===== config.mk =====
export PLATFORM = sky130hd
export DESIGN_NAME = pipe_stage_elastic
export DESIGN_NICKNAME = d
export VERILOG_FILES = /design/src/rtl/pipe_pkg.sv /design/src/rtl/pipe_entry_reg.sv /design/src/rtl/pipe_stage_elastic.sv
export SDC_FILE = /design/constraint.sdc
export NUM_CORES = 1
export LEC_CHECK = 0
export ABC_AREA = 1
export BUFFER_PORTS_ARGS = -buffer_cell sky130_fd_sc_hd__buf_2
export CAP_MARGIN = 25
export CORE_MARGIN = 8
export CORE_UTILIZATION = 50
export DETAILED_ROUTE_END_ITERATION = 16
export PLACE_DENSITY = 0.75
export SLEW_MARGIN = 20
export SYNTH_ARGS = -nofsm -noshare
export SYNTH_HDL_FRONTEND = slang
export SYNTH_SLANG_ARGS = --single-unit

===== constraint.sdc =====
create_clock -name clock -period 1.7 [get_ports clock]
set_input_delay 0.51 -clock clock [delete_from_list [all_inputs] [get_ports clock]]
set_output_delay 0.51 -clock clock [all_outputs]
set_load 0.05 [all_outputs]

===== src/rtl/pipe_pkg.sv =====
// Shared types and constants for the elastic pipeline stage registers.
// Occupancy state encoding, the bubble value and the default bundle widths per boundary.
package pipe_pkg;

    // The encoding doubles as the entry count: 0, 1 or 2 entries held.
    typedef enum logic [1:0] {
        ST_EMPTY = 2'd0,
        ST_ONE   = 2'd1,
        ST_TWO   = 2'd2
    } state_t;

    localparam int IDEX_CTRL_W  = 11;
    localparam int IDEX_DATA_W  = 143;
    localparam int EXMEM_CTRL_W = 4;
    localparam int EXMEM_DATA_W = 106;
    localparam int MEMWB_CTRL_W = 2;
    localparam int MEMWB_DATA_W = 69;

    // Replicated to CTRL_W bits; an all-zero control bundle carries no write enables.
    localparam logic BUBBLE_BIT = 1'b0;

    function automatic logic is_full(input state_t s);
        return s == ST_TWO;
    endfunction

endpackage


===== src/rtl/pipe_entry_reg.sv =====
// One pipeline slot: a valid bit plus the concatenated control/data payload.
// Payload loads only on load; valid sets on load and drops on clear.
module pipe_entry_reg #(
    parameter int W = 8
) (
    input  logic         clock,
    input  logic         reset,
    input  logic         load,
    input  logic         clear,
    input  logic [W-1:0] d,
    output logic [W-1:0] q,
    output logic         valid
);

    // NOTE: the payload is reset too, so out_data is never X after reset, even though
    // its value is don't-care while the slot is invalid.
    always_ff @(posedge clock or negedge reset) begin
        if (!reset) begin
            valid <= 1'b0;
            q     <= '0;
        end else begin
            // NOTE: non-blocking assignments, so every flop samples pre-edge values.
            if (clear)
                valid <= 1'b0;
            else if (load)
                valid <= 1'b1;
            if (load)
                q <= d;
        end
    end

endmodule


===== src/rtl/pipe_stage_elastic.sv =====
// Elastic valid/ready stage register for the ID/EX, EX/MEM and MEM/WB boundaries,
// with an optional 2-entry skid (SKID=1) and a synchronous flush.
module pipe_stage_elastic
    import pipe_pkg::*;
#(
    parameter int CTRL_W = IDEX_CTRL_W,
    parameter int DATA_W = IDEX_DATA_W,
    parameter bit SKID   = 1'b1
) (
    input  logic              clock,
    input  logic              reset,
    input  logic              in_valid,
    output logic              in_ready,
    input  logic [CTRL_W-1:0] in_ctrl,
    input  logic [DATA_W-1:0] in_data,
    input  logic              flush,
    output logic              out_valid,
    input  logic              out_ready,
    output logic [CTRL_W-1:0] out_ctrl,
    output logic [DATA_W-1:0] out_data,
    output logic [1:0]        occupancy
);

    localparam int W = CTRL_W + DATA_W;

    state_t         state, state_nxt;
    logic           accept, drain;
    logic           main_valid, skid_valid;
    logic           main_load, main_clear;
    logic [W-1:0]   main_q, skid_q, main_d;

    assign accept = in_valid & in_ready;
    assign drain  = main_valid & out_ready;

    // NOTE: every signal written here gets a default first, so no latch is inferred.
    always_comb begin
        state_nxt = state;
        case (state)
            ST_EMPTY: if (accept) state_nxt = ST_ONE;
            ST_ONE: begin
                if (accept && !drain)
                    state_nxt = ST_TWO;
                else if (!accept && drain)
                    state_nxt = ST_EMPTY;
            end
            ST_TWO:   if (drain) state_nxt = ST_ONE;
            default:  state_nxt = ST_EMPTY;
        endcase
        if (flush)
            state_nxt = ST_EMPTY;
    end

    // Main refills from the skid when draining TWO, otherwise from the input.
    always_comb begin
        main_d     = (state == ST_TWO) ? skid_q : {in_ctrl, in_data};
        main_load  = 1'b0;
        main_clear = flush;
        if (!flush) begin
            if (state == ST_TWO)
                main_load = drain;
            else
                main_load = accept && (state == ST_EMPTY || drain);
            main_clear = (state == ST_ONE) && drain && !accept;
        end
    end

    always_ff @(posedge clock or negedge reset) begin
        if (!reset)
            state <= ST_EMPTY;
        else
            state <= state_nxt;
    end

    pipe_entry_reg #(.W(W)) u_main (
        .clock (clock),
        .reset (reset),
        .load  (main_load),
        .clear (main_clear),
        .d     (main_d),
        .q     (main_q),
        .valid (main_valid)
    );

    generate
        if (SKID) begin : g_skid
            logic in_ready_q;

            // Registered from the next state, so in_ready never sees out_ready combinationally.
            always_ff @(posedge clock or negedge reset) begin
                if (!reset)
                    in_ready_q <= 1'b1;
                else
                    in_ready_q <= !is_full(state_nxt);
            end
            assign in_ready = in_ready_q;

            pipe_entry_reg #(.W(W)) u_skid (
                .clock (clock),
                .reset (reset),
                .load  (!flush && (state == ST_ONE) && accept && !drain),
                .clear (flush || ((state == ST_TWO) && drain)),
                .d     ({in_ctrl, in_data}),
                .q     (skid_q),
                .valid (skid_valid)
            );
        end else begin : g_noskid
            assign in_ready   = !main_valid | out_ready;
            assign skid_q     = '0;
            assign skid_valid = 1'b0;
        end
    endgenerate

    assign out_valid = main_valid;
    assign out_ctrl  = main_valid ? main_q[W-1:DATA_W] : {CTRL_W{BUBBLE_BIT}};
    assign out_data  = main_q[DATA_W-1:0];
    assign occupancy = {skid_valid, main_valid & ~skid_valid};

endmodule


==> impl_metrics.toml, run 1 <==
[outcome]
outcome = "finished with violations"
violations = "setup timing"

[drt]
dr.pass1.iters = 5
drt_iter0_drc = 1124
antenna_left = 0
wire_per_inst_um = 17.7
vias = 14113
routed_wl_um = 45700
via_per_inst = 5.45
drc_errors = 0

[critical_path]
cp_max_fo = 7
cp_slowest_cell = "dfrtp_2"
cp.required_ns = 1.19
rr_worst_depth = 5
r2r_start = "in_ready$_DFF_PN1_"
worst_setup_path_end_kind = "output pin"
arrival_ns = 1.43
critPathMaxStageDelay_ns = 0.44
critical_path_class = "flip-flop to output pin"
crit_chain = "buf_6, nand2_4, clkinvlp_4, buf_8"
start_kind = "flip-flop"
timing.rr.end = "u_main.q[41]$_DFFE_PN0P_"
rrSetupSlack_ns = 0.08

[worst_hold_path]
worstHoldPathCells = 3
whs_endpoint = "g_skid.u_skid.q[87]$_DFFE_PN0P_"
hp-class = "input port to flip-flop"
holdCritStartpoint = "in_data[87]"

[floorplan]
die_y_um = 193
design.die.area_um2 = 37100
start_util = 0.509
core_area_um2 = 30700
die_w_um = 193
rows = 64
io_pins = 317

[logic_synthesis]
synth.top_cell.area_share = 0.501
synthesis.area_um2 = 15600
syn_avg_cell_area_um2 = 7.59
syn_inst = 2054
yosysWarnings = 0
synth.top_cells.by_area = "dfrtp_1 50%, nand2_1 26%, buf_4 7.1%"
netlist.top_cell.by_area = "dfrtp_1"
yosysSeqAreaShare = 0.502
synth_seq_cells = 313
syn_nets = 2213
ys_types = 16

[layout]
n_antenna_cell = 0
layout.nets = 2327
drive_gt1_frac = 0.210
finish.utilization = 0.597
syn2layout_area_growth_pct = 17.3
fin_area_um2 = 18300

[timing]
max_slew.worst_pin.slew_ns = 0.507
hold_viol = 0
maxSlewHeadroom = 0.662
drv_slew = 0
finClkSkew_ns = 0.0128
fin_crit_sh = 1.14
fin_ws_ns = -0.236
max_freq_mhz = 516
fin_crit_ns = 1.94
timing.setup.tns_ns = -2.77
rsz0062_at_grt = "yes"
setup_viol = 14

[clock_tree]
cts_root_buf = "clkbuf_16"
clock_path_buffers = 3
path_clk_slew_ns = 0.06
clk_latency_ns = 0.50
numCtsBuffers = 35
htreeDepth = 2
clock_sinks = 313
cts_tree = "built"

[pwr]
switching_share = 0.398
power_mw = 27.6
p_leak_nw = 10.3
p_sw_mw = 11.0
p_comb_frac = 0.327
p_per_area_nw_per_um2 = 1510
sequentialPowerShare = 0.405
power.internal_mw = 16.6
peakVddDrop_v = 0.000835
clockPowerShare = 0.267

[global_routing]
grt.overflow.total = 0
grt_pass1_wl_um = 72000
grt_usage = 0.236
grt_pass1_vias = 13895
grt_max_degree = 109
antenna_found_initial = 11

[place]
place_congestion = 0.815
place_hpwl_um = 28000
dpl_cell_area_um2 = 16800
io_buffers = 316

[run]
drv_cap = 0
[registers in the layout (all words and copies together), names as in the netlist]
name                 count
g_skid.u_skid.q        154
u_main.q               154
state                    2
g_skid.u_skid.valid      1
in_ready                 1
u_main.valid             1
[critical path, delay by kind of cell, from the launching register on]
kind,cells,cell delay [ns]
flip-flops,1,0.44
AND/OR/NAND/NOR,1,0.06
buffers and inverters,3,0.42
[through the flow]
step | hold WS (ns) | std cells | setup slack, ns
after floorplan | 0.214 | 2054 | 0.0199
after global placement | 0.453 | 2518 | -0.0371
after detailed placement | 0.456 | 2518 | -0.0502
after CTS | 0.251 | 2583 | -0.253
after global routing | 0.261 | 2589 | -0.277
final | 0.268 | 2589 | -0.236
[final cells by class]
type	instances	area (µm²)
clock inverters	7	60.1
fillers	2723	12400
clock buffers	55	1060
multi-input cells	1426	6090
inverters	19	111
repair buffers	373	2640
well taps	396	495
flip-flops and latches	313	7840
[cell families (layout without fill, tap and decap cells)]
family	Yosys count	in the layout	synth area share
buf+inv	316	454	0.117
simple gates	1419	1420	0.379
compound gates	6	6	0.00217
flops	313	313	0.502
[cell usage after synthesis, drive strengths merged]
| master | n |
|---|---|
| nand2 | 1099 |
| dfrtp | 312 |
| buf | 222 |
| nand3 | 159 |
| nand4 | 154 |
| clkbuf | 75 |
| inv | 19 |
| nor2 | 6 |
| a21oi | 5 |
| dfstp | 1 |
| nor3 | 1 |
| o21ai | 1 |
[how the worst max path moves through the flow]
stage                                        start                               end  cells after the start  slack [ns]
after floorplan                 in_ready$_DFF_PN1_  g_skid.u_skid.q[103]$_DFFE_PN0P_                      8        0.02
after global placement                       flush    g_skid.u_skid.q[8]$_DFFE_PN0P_                      7       -0.04
after detailed placement                     flush   g_skid.u_skid.q[30]$_DFFE_PN0P_                      7       -0.05
after CTS                 u_main.valid$_DFFE_PN0P_                       out_ctrl[4]                      4       -0.25
after global routing      u_main.valid$_DFFE_PN0P_                       out_ctrl[4]                      4       -0.28
final                     u_main.valid$_DFFE_PN0P_                       out_ctrl[4]                      4       -0.24
[cells in the final DEF, fill, tap and decap left out, drive strengths merged]
cell type	count
clkinv	6
nand4	154
dfstp	1
nor3	1
nand3	160
bufinv	1
dlygate4sd3	1
o21ai	1
inv	9
buf	353
clkinvlp	10
nand2	1099
dfrtp	312
clkbuf	74
nor2	6
a21oi	5
[power groups by stage]
stage	registers [mW]	logic, mW	clock network (mW)
after global placement	11.2	8.68	0
final	11.2	9.05	7.39
after detailed placement	11.2	8.87	0
after floorplan	10.9	7.87	0
after CTS	11.2	8.97	7.53
after global routing	11.5	9.81	7.85
[repair_timing]
item / 4_1_cts / 5_1_grt
endpoints found under the hold margin: 31 / 0
pin swaps: 0 / 2
cloned: 0 / 4
setup endpoints to repair: 16 / 130
hold buffers: 1 / 0
setup buffers: 2 / 2
gates resized for setup: 51 / 26
[layer usage]
layer  global-route usage  vias to the layer above  wire length [µm]
li1                     -                     6625                 -
met1                0.307                     6752             19200
met2                0.378                      602             21000
met3               0.0542                      112              3910
met4               0.0937                       22              1510
met5                    0                        -               129
(Power assumes the default switching activity.)
==> inputs of run 2 (changes only) <==
--- a/config.mk
+++ b/config.mk
@@ -5,13 +5,12 @@
 export SDC_FILE = /design/constraint.sdc
 export NUM_CORES = 1
 export LEC_CHECK = 0
-export ABC_AREA = 1
 export BUFFER_PORTS_ARGS = -buffer_cell sky130_fd_sc_hd__buf_2
 export CAP_MARGIN = 25
 export CORE_MARGIN = 8
-export CORE_UTILIZATION = 50
+export CORE_UTILIZATION = 55
 export DETAILED_ROUTE_END_ITERATION = 16
-export PLACE_DENSITY = 0.75
+export PLACE_DENSITY = 0.81
 export SLEW_MARGIN = 20
 export SYNTH_ARGS = -nofsm -noshare
 export SYNTH_HDL_FRONTEND = slang
==> run 2 against run 1 <==
Compared with the run above: core utilization up 13 points; synthesized cell count down 51%; sequential share of layout area down 2.6 points; non-clock buffer count up 54; combinational power up 48%; cell count down 36%; largest cell class unchanged; total power up 19%; register-to-register slack worse by 0.36 ns; die area down 12%; clock power down 3%; sequential cell count unchanged; critical path type is now flip-flop to flip-flop; the run still ends with setup timing left.
==> impl_metrics.toml, run 2 <==
[drt]
antenna_left = 0
via_per_inst = 5.53
drc_errors = 0
routed_wl_um = 40400
drt_iter0_drc = 452
wire_per_inst_um = 24.6
vias = 9098
dr.pass1.iters = 5

[worst_hold_path]
hp-class = "input port to flip-flop"

[critical_path]
cp_max_fo = 9
critical_path_class = "flip-flop to flip-flop"
arrival_ns = 2.36
critPathMaxStageDelay_ns = 0.60
start_kind = "flip-flop"
cp.required_ns = 2.07
crit_chain = "and3b_2, and4b_4, buf_12, buf_6, mux2_2"
cp_slowest_cell = "dfstp_2"
worst_setup_path_end_kind = "flip-flop"

[layout]
layout.nets = 1431
final_cell_mix = "310 x dfrtp_1, 283 x mux2_4, 280 x buf_2"
finish.utilization = 0.725
fillers = 1609
top_regs = "g_skid.u_skid.q: 154 flops, u_main.q: 154 flops, state: 2 flops"
syn2layout_area_growth_pct = 30.1
drive_gt1_frac = 0.728
final_common_cell = "dfrtp_1"

[timing]
fin_crit_sh = 1.17
drv_slew = 0
finClkSkew_ns = 0.00918
max_freq_mhz = 504
fin_crit_ns = 1.98
whs_ns = 0.242
max_slew.worst_pin.slew_ns = 0.412
timing.setup.tns_ns = -68.41
fin_ws_ns = -0.285
maxSlewHeadroom = 0.725
setup_viol = 322
rsz0062_at_grt = "yes"
hold_viol = 0

[global_routing]
grt_pass1_wl_um = 57000
grt_max_degree = 46
grt.overflow.total = 0
grt_usage = 0.215
antenna_found_initial = 13
grt_pass1_vias = 10293

[pwr]
sequentialPowerShare = 0.375
p_leak_nw = 9.32
p_per_area_nw_per_um2 = 1690
clockPowerShare = 0.218
peakVddDrop_v = 0.00124
switching_share = 0.370
p_comb_frac = 0.407
p_sw_mw = 12.2
power.internal_mw = 20.7

[floorplan]
die_w_um = 181
die_y_um = 181
start_util = 0.558
io_pins = 317
core_area_um2 = 26900
design.die.area_um2 = 32800
rows = 60

[outcome]
outcome = "finished with violations"
violations = "setup timing"

[logic_synthesis]
synth-edff-count = 0
async_flop_share = 1.00
ys_types = 28
synth.top_cell.area_share = 0.521
synth_common_cells = "342 x mux2_2, 312 x dfrtp_1, 161 x buf_4"
synth_ff_type = "dfrtp_1"
yosysSeqAreaShare = 0.523
synth.top_cells.by_area = "dfrtp_1 52%, mux2_2 26%, buf_4 8.1%"
synthesis.area_um2 = 15000
syn_avg_cell_area_um2 = 14.9
synth_seq_cells = 313
syn_nets = 1166
yosysWarnings = 0
netlist.top_cell.by_area = "dfrtp_1"
yosysMostFrequentCell = "mux2_2"
syn_inst = 1007

[clock_tree]
clk_latency_ns = 0.50
path_clk_slew_ns = 0.06
htreeDepth = 2
cts_root_buf = "clkbuf_16"
clock_path_buffers = 3
numCtsBuffers = 34
cts_tree = "built"
clock_sinks = 313

[place]
place_hpwl_um = 23600
io_buffers = 316
place_congestion = 0.774

[run]
drv_cap = 0
## run 2: cell types whose count changed in the layout (fill, tap and decap cells not counted), sizes merged, moves of 9 or more
cell	before	now
mux2	0	462
diode	0	11
clkinvlp	10	1
nand2	1099	3
nand4	154	1
clkbuf	74	83
nand3	160	0
buf	353	393
and2	0	11
## run 2: layer usage
| metal | global-route usage | share of wire | up-vias |
|---|---|---|---|
| met5 | 0 | 0.00059 | - |
| met1 | 0.251 | 0.39 | 4729 |
| li1 | - | - | 3937 |
| met4 | 0.0918 | 0.038 | 4 |
| met2 | 0.375 | 0.52 | 325 |
| met3 | 0.0477 | 0.052 | 103 |
## run 2: layout make-up
type / instances / area, µm² / area share
diodes: 11 / 27.5 / 0.00141
clock buffers: 50 / 1010 / 0.0520
clock inverters: 7 / 62.6 / 0.00321
inverters: 2 / 7.51 / 0.000385
multi-input cells: 494 / 6550 / 0.336
flip-flops and latches: 313 / 7840 / 0.402
well taps: 341 / 427 / 0.0219
repair buffers: 427 / 3580 / 0.183
## run 2: final timing paths
path / from / endpoint / slack (ns) / cells past startpoint
worst max-delay path: in_ready$_DFF_PN1_ / g_skid.u_skid.q[13]$_DFFE_PN0P_ / -0.28 / 5
worst min-delay path: in_data[118] / g_skid.u_skid.q[118]$_DFFE_PN0P_ / 0.24 / 2
worst max register to register: in_ready$_DFF_PN1_ / g_skid.u_skid.q[13]$_DFFE_PN0P_ / -0.28 / 5
worst min register to register: g_skid.u_skid.q[128]$_DFFE_PN0P_ / g_skid.u_skid.q[128]$_DFFE_PN0P_ / 0.48 / 1
max in group asynchronous: reset / in_ready$_DFF_PN1_ / 0.52 / 3
min in group asynchronous: reset / g_skid.u_skid.q[125]$_DFFE_PN0P_ / 0.50 / 2
## run 2: critical path, delay by kind of cell (launching register included)
family / cells / cell delay (ns)
AND/OR/NAND/NOR: 2 / 0.55
multiplexers: 1 / 0.37
buffers and inverters: 2 / 0.35
flip-flops: 1 / 0.60
## run 2: power by group through the flow
stage / sequential, mW / clock, mW / combinational [mW]
floorplan: 11.6 / 0 / 10.4
global placement: 12.0 / 0 / 10.8
detailed placement: 12.1 / 0 / 11.1
CTS: 12.1 / 7.28 / 12.1
global route: 12.7 / 7.62 / 14.0
finish: 12.4 / 7.19 / 13.4
## run 2: stage by stage
step / power, mW / std cells / instance area, µm² / setup WS (ns)
after global routing: 34.2 / 1645 / 19500 / -0.326
final: 32.9 / 1645 / 19500 / -0.285
after floorplan: 22.0 / 1007 / 15000 / -0.272
after CTS: 31.5 / 1617 / 18400 / -0.241
after detailed placement: 23.2 / 1535 / 16400 / -0.313
after global placement: 22.8 / 1535 / 16400 / -0.260
## run 2: repair_timing
action	in CTS	in global routing
cloned	10	18
gates resized for setup	171	209
pin swaps	1	1
setup buffers	14	7
endpoints found under the hold margin	29	0
setup endpoints to repair	320	340
hold buffers	1	0
## run 2: logic make-up (layout without fill, tap and decap cells)
group | count (synthesis) | count (layout) | share of synthesized area
other | 0 | 11 | 0
flip-flops | 313 | 313 | 0.523
AO/OA/AOI/OAI | 8 | 8 | 0.00468
multiplexers | 462 | 462 | 0.362
AND/OR/NAND/NOR | 24 | 24 | 0.00960
buffers and inverters | 200 | 486 | 0.101
==> inputs of run 3 (changes only) <==
--- a/config.mk
+++ b/config.mk
@@ -10,6 +10,8 @@
 export CORE_MARGIN = 8
 export CORE_UTILIZATION = 55
 export DETAILED_ROUTE_END_ITERATION = 16
+export GPL_TIMING_DRIVEN = 0
+export MAX_ROUTING_LAYER = met4
 export PLACE_DENSITY = 0.81
 export SLEW_MARGIN = 20
 export SYNTH_ARGS = -nofsm -noshare
==> run 3 against run 2 <==
Compared with the run above: the run ends with hold timing, setup timing left; worst setup slack lost 0.033 ns; die area unchanged; critical path depth increased by 2; design area grew 17%; critical path type unchanged; critical endpoint is now u_main.q[114]$_DFFE_PN0P_; highest routed layer is now met4.
==> impl_metrics.toml, run 3 (synthesis results as in run 2) <==
[critical_path]
cp.required_ns = 2.08
arrival_ns = 2.40
worst_setup_path_end_kind = "flip-flop"
cp_slowest_cell = "dfstp_2"
crit_chain = "nand2_2, a221oi_4, buf_6, buf_12, buf_12, clkbuf_16, mux2_4"
r2r_start = "in_ready$_DFF_PN1_"
crit_path_frequent_cell = "buf_12"
worst-path-buf-inv = 4
critPathLaunch = "in_ready$_DFF_PN1_"
critical_path_class = "flip-flop to flip-flop"
start_kind = "flip-flop"
crit_family = "buffers and inverters"
critPathMaxStageDelay_ns = 0.56
cp_max_fo = 6

[pwr]
power_mw = 39.1
p_per_area_nw_per_um2 = 1720
p_sw_mw = 13.8
p_leak_nw = 10.9
power.internal_mw = 25.3
sequentialPowerShare = 0.325
p_comb_frac = 0.478
peakVddDrop_v = 0.00138
switching_share = 0.353
clockPowerShare = 0.196

[floorplan]
start_util = 0.558
design.die.area_um2 = 32800
die_y_um = 181
rows = 60
io_pins = 317
die_w_um = 181
core_area_um2 = 26900

[worst_hold_path]
hp-class = "input port to async pin"

[layout]
syn2layout_area_growth_pct = 51.9
final_common_cell = "dfrtp_1"
stdcell_count = 1856
final_cell_mix = "309 x dfrtp_1, 305 x mux2_4, 172 x buf_4"
top_regs = "g_skid.u_skid.q: 154 flops, u_main.q: 154 flops, state: 2 flops"
layout.nets = 1634
fillers = 1188
drive_gt1_frac = 0.779

[clock_tree]
cts_root_buf = "clkbuf_16"
cts_tree = "built"
htreeDepth = 2
path_clk_slew_ns = 0.06
clock_path_buffers = 3
clock_sinks = 313
numCtsBuffers = 36
clk_latency_ns = 0.50

[timing]
drv_slew = 0
fin_ws_ns = -0.318
max_slew.worst_pin.slew_ns = 0.478
setup_viol = 328
fin_crit_ns = 2.02
whs_ns = -0.0852
maxSlewHeadroom = 0.681
hold_viol = 40
max_freq_mhz = 496
rsz0062_at_grt = "yes"
fin_crit_sh = 1.19
finClkSkew_ns = 0.0131

[outcome]
outcome = "finished with violations"
violations = "hold timing, setup timing"

[place]
dpl_worst_slack_ns = -0.506
place_hpwl_um = 23900
place_congestion = 0.777
place_inst = 1667
io_buffers = 316

[drt]
dr.pass1.iters = 6
wire_per_inst_um = 25.1
via_per_inst = 5.45
drc_errors = 0
vias = 10118
drt_iter0_drc = 578
antenna_left = 0
routed_wl_um = 46600

[global_routing]
grt.overflow.total = 0
grt_max_degree = 91
grt_usage = 0.257
antenna_found_initial = 13
grt_pass1_vias = 11418
grt_pass1_wl_um = 65500

[run]
drv_cap = 0
==> run 3: per-layer routing <==
metal  vias up  GRT usage  part of all wire
met5         -          -                 0
met1      5312      0.287              0.39
met3       109     0.0524             0.043
met2       344      0.457              0.53
met4         0     0.0790             0.035
li1       4353          -                 -
==> run 3: final cells by class <==
cell class	count	area (µm²)	area share
inverters	2	7.51	0.000330
flip-flops and latches	313	7840	0.344
well taps	341	427	0.0187
clock inverters	10	86.3	0.00379
diodes	15	37.5	0.00165
repair buffers	485	5110	0.224
clock buffers	53	1080	0.0473
multi-input cells	494	6600	0.290
plain buffers	143	1580	0.0695
==> run 3: what timing repair did <==
item,in CTS,in global routing
setup buffers,59,79
setup endpoints to repair,466,425
cloned,20,13
resized for setup,649,191
pin swaps,0,2
hold endpoints to repair,62,22
==> run 3: worst paths after layout <==
path / slack [ns] / to / depth (start not counted)
min in group clock: 0.25 / g_skid.u_skid.q[116]$_DFFE_PN0P_ / 2
hold / removal: -0.09 / u_main.q[140]$_DFFE_PN0P_ / 1
max in group asynchronous: 0.64 / u_main.q[61]$_DFFE_PN0P_ / 3
setup reg to reg: -0.32 / u_main.q[114]$_DFFE_PN0P_ / 7
setup / recovery: -0.32 / u_main.q[114]$_DFFE_PN0P_ / 7
hold reg to reg: 0.51 / g_skid.u_skid.q[35]$_DFFE_PN0P_ / 1
==> run 3: stage by stage <==
stage | instance area, µm² | util | TNS [ns]
6_report | 22800 | 0.847 | -71.71
5_1_grt | 22800 | 0.847 | -83.59
4_1_cts | 21600 | 0.804 | -71.73
3_5_place_dp | 17100 | 0.638 | -124.04
3_3_place_gp | 17100 | 0.634 | -1942.54
2_1_floorplan | 15000 | - | -71.04
==> run 3: power by group through the flow <==
| stage | registers, mW | clock network (mW) | logic [mW] |
|---|---|---|---|
| finish | 12.7 | 7.68 | 18.7 |
| global route | 13.0 | 8.05 | 19.4 |
| CTS | 12.1 | 7.68 | 16.8 |
| detailed placement | 12.1 | 0 | 12.8 |
| global placement | 11.9 | 0 | 12.5 |
| floorplan | 11.6 | 0 | 10.4 |
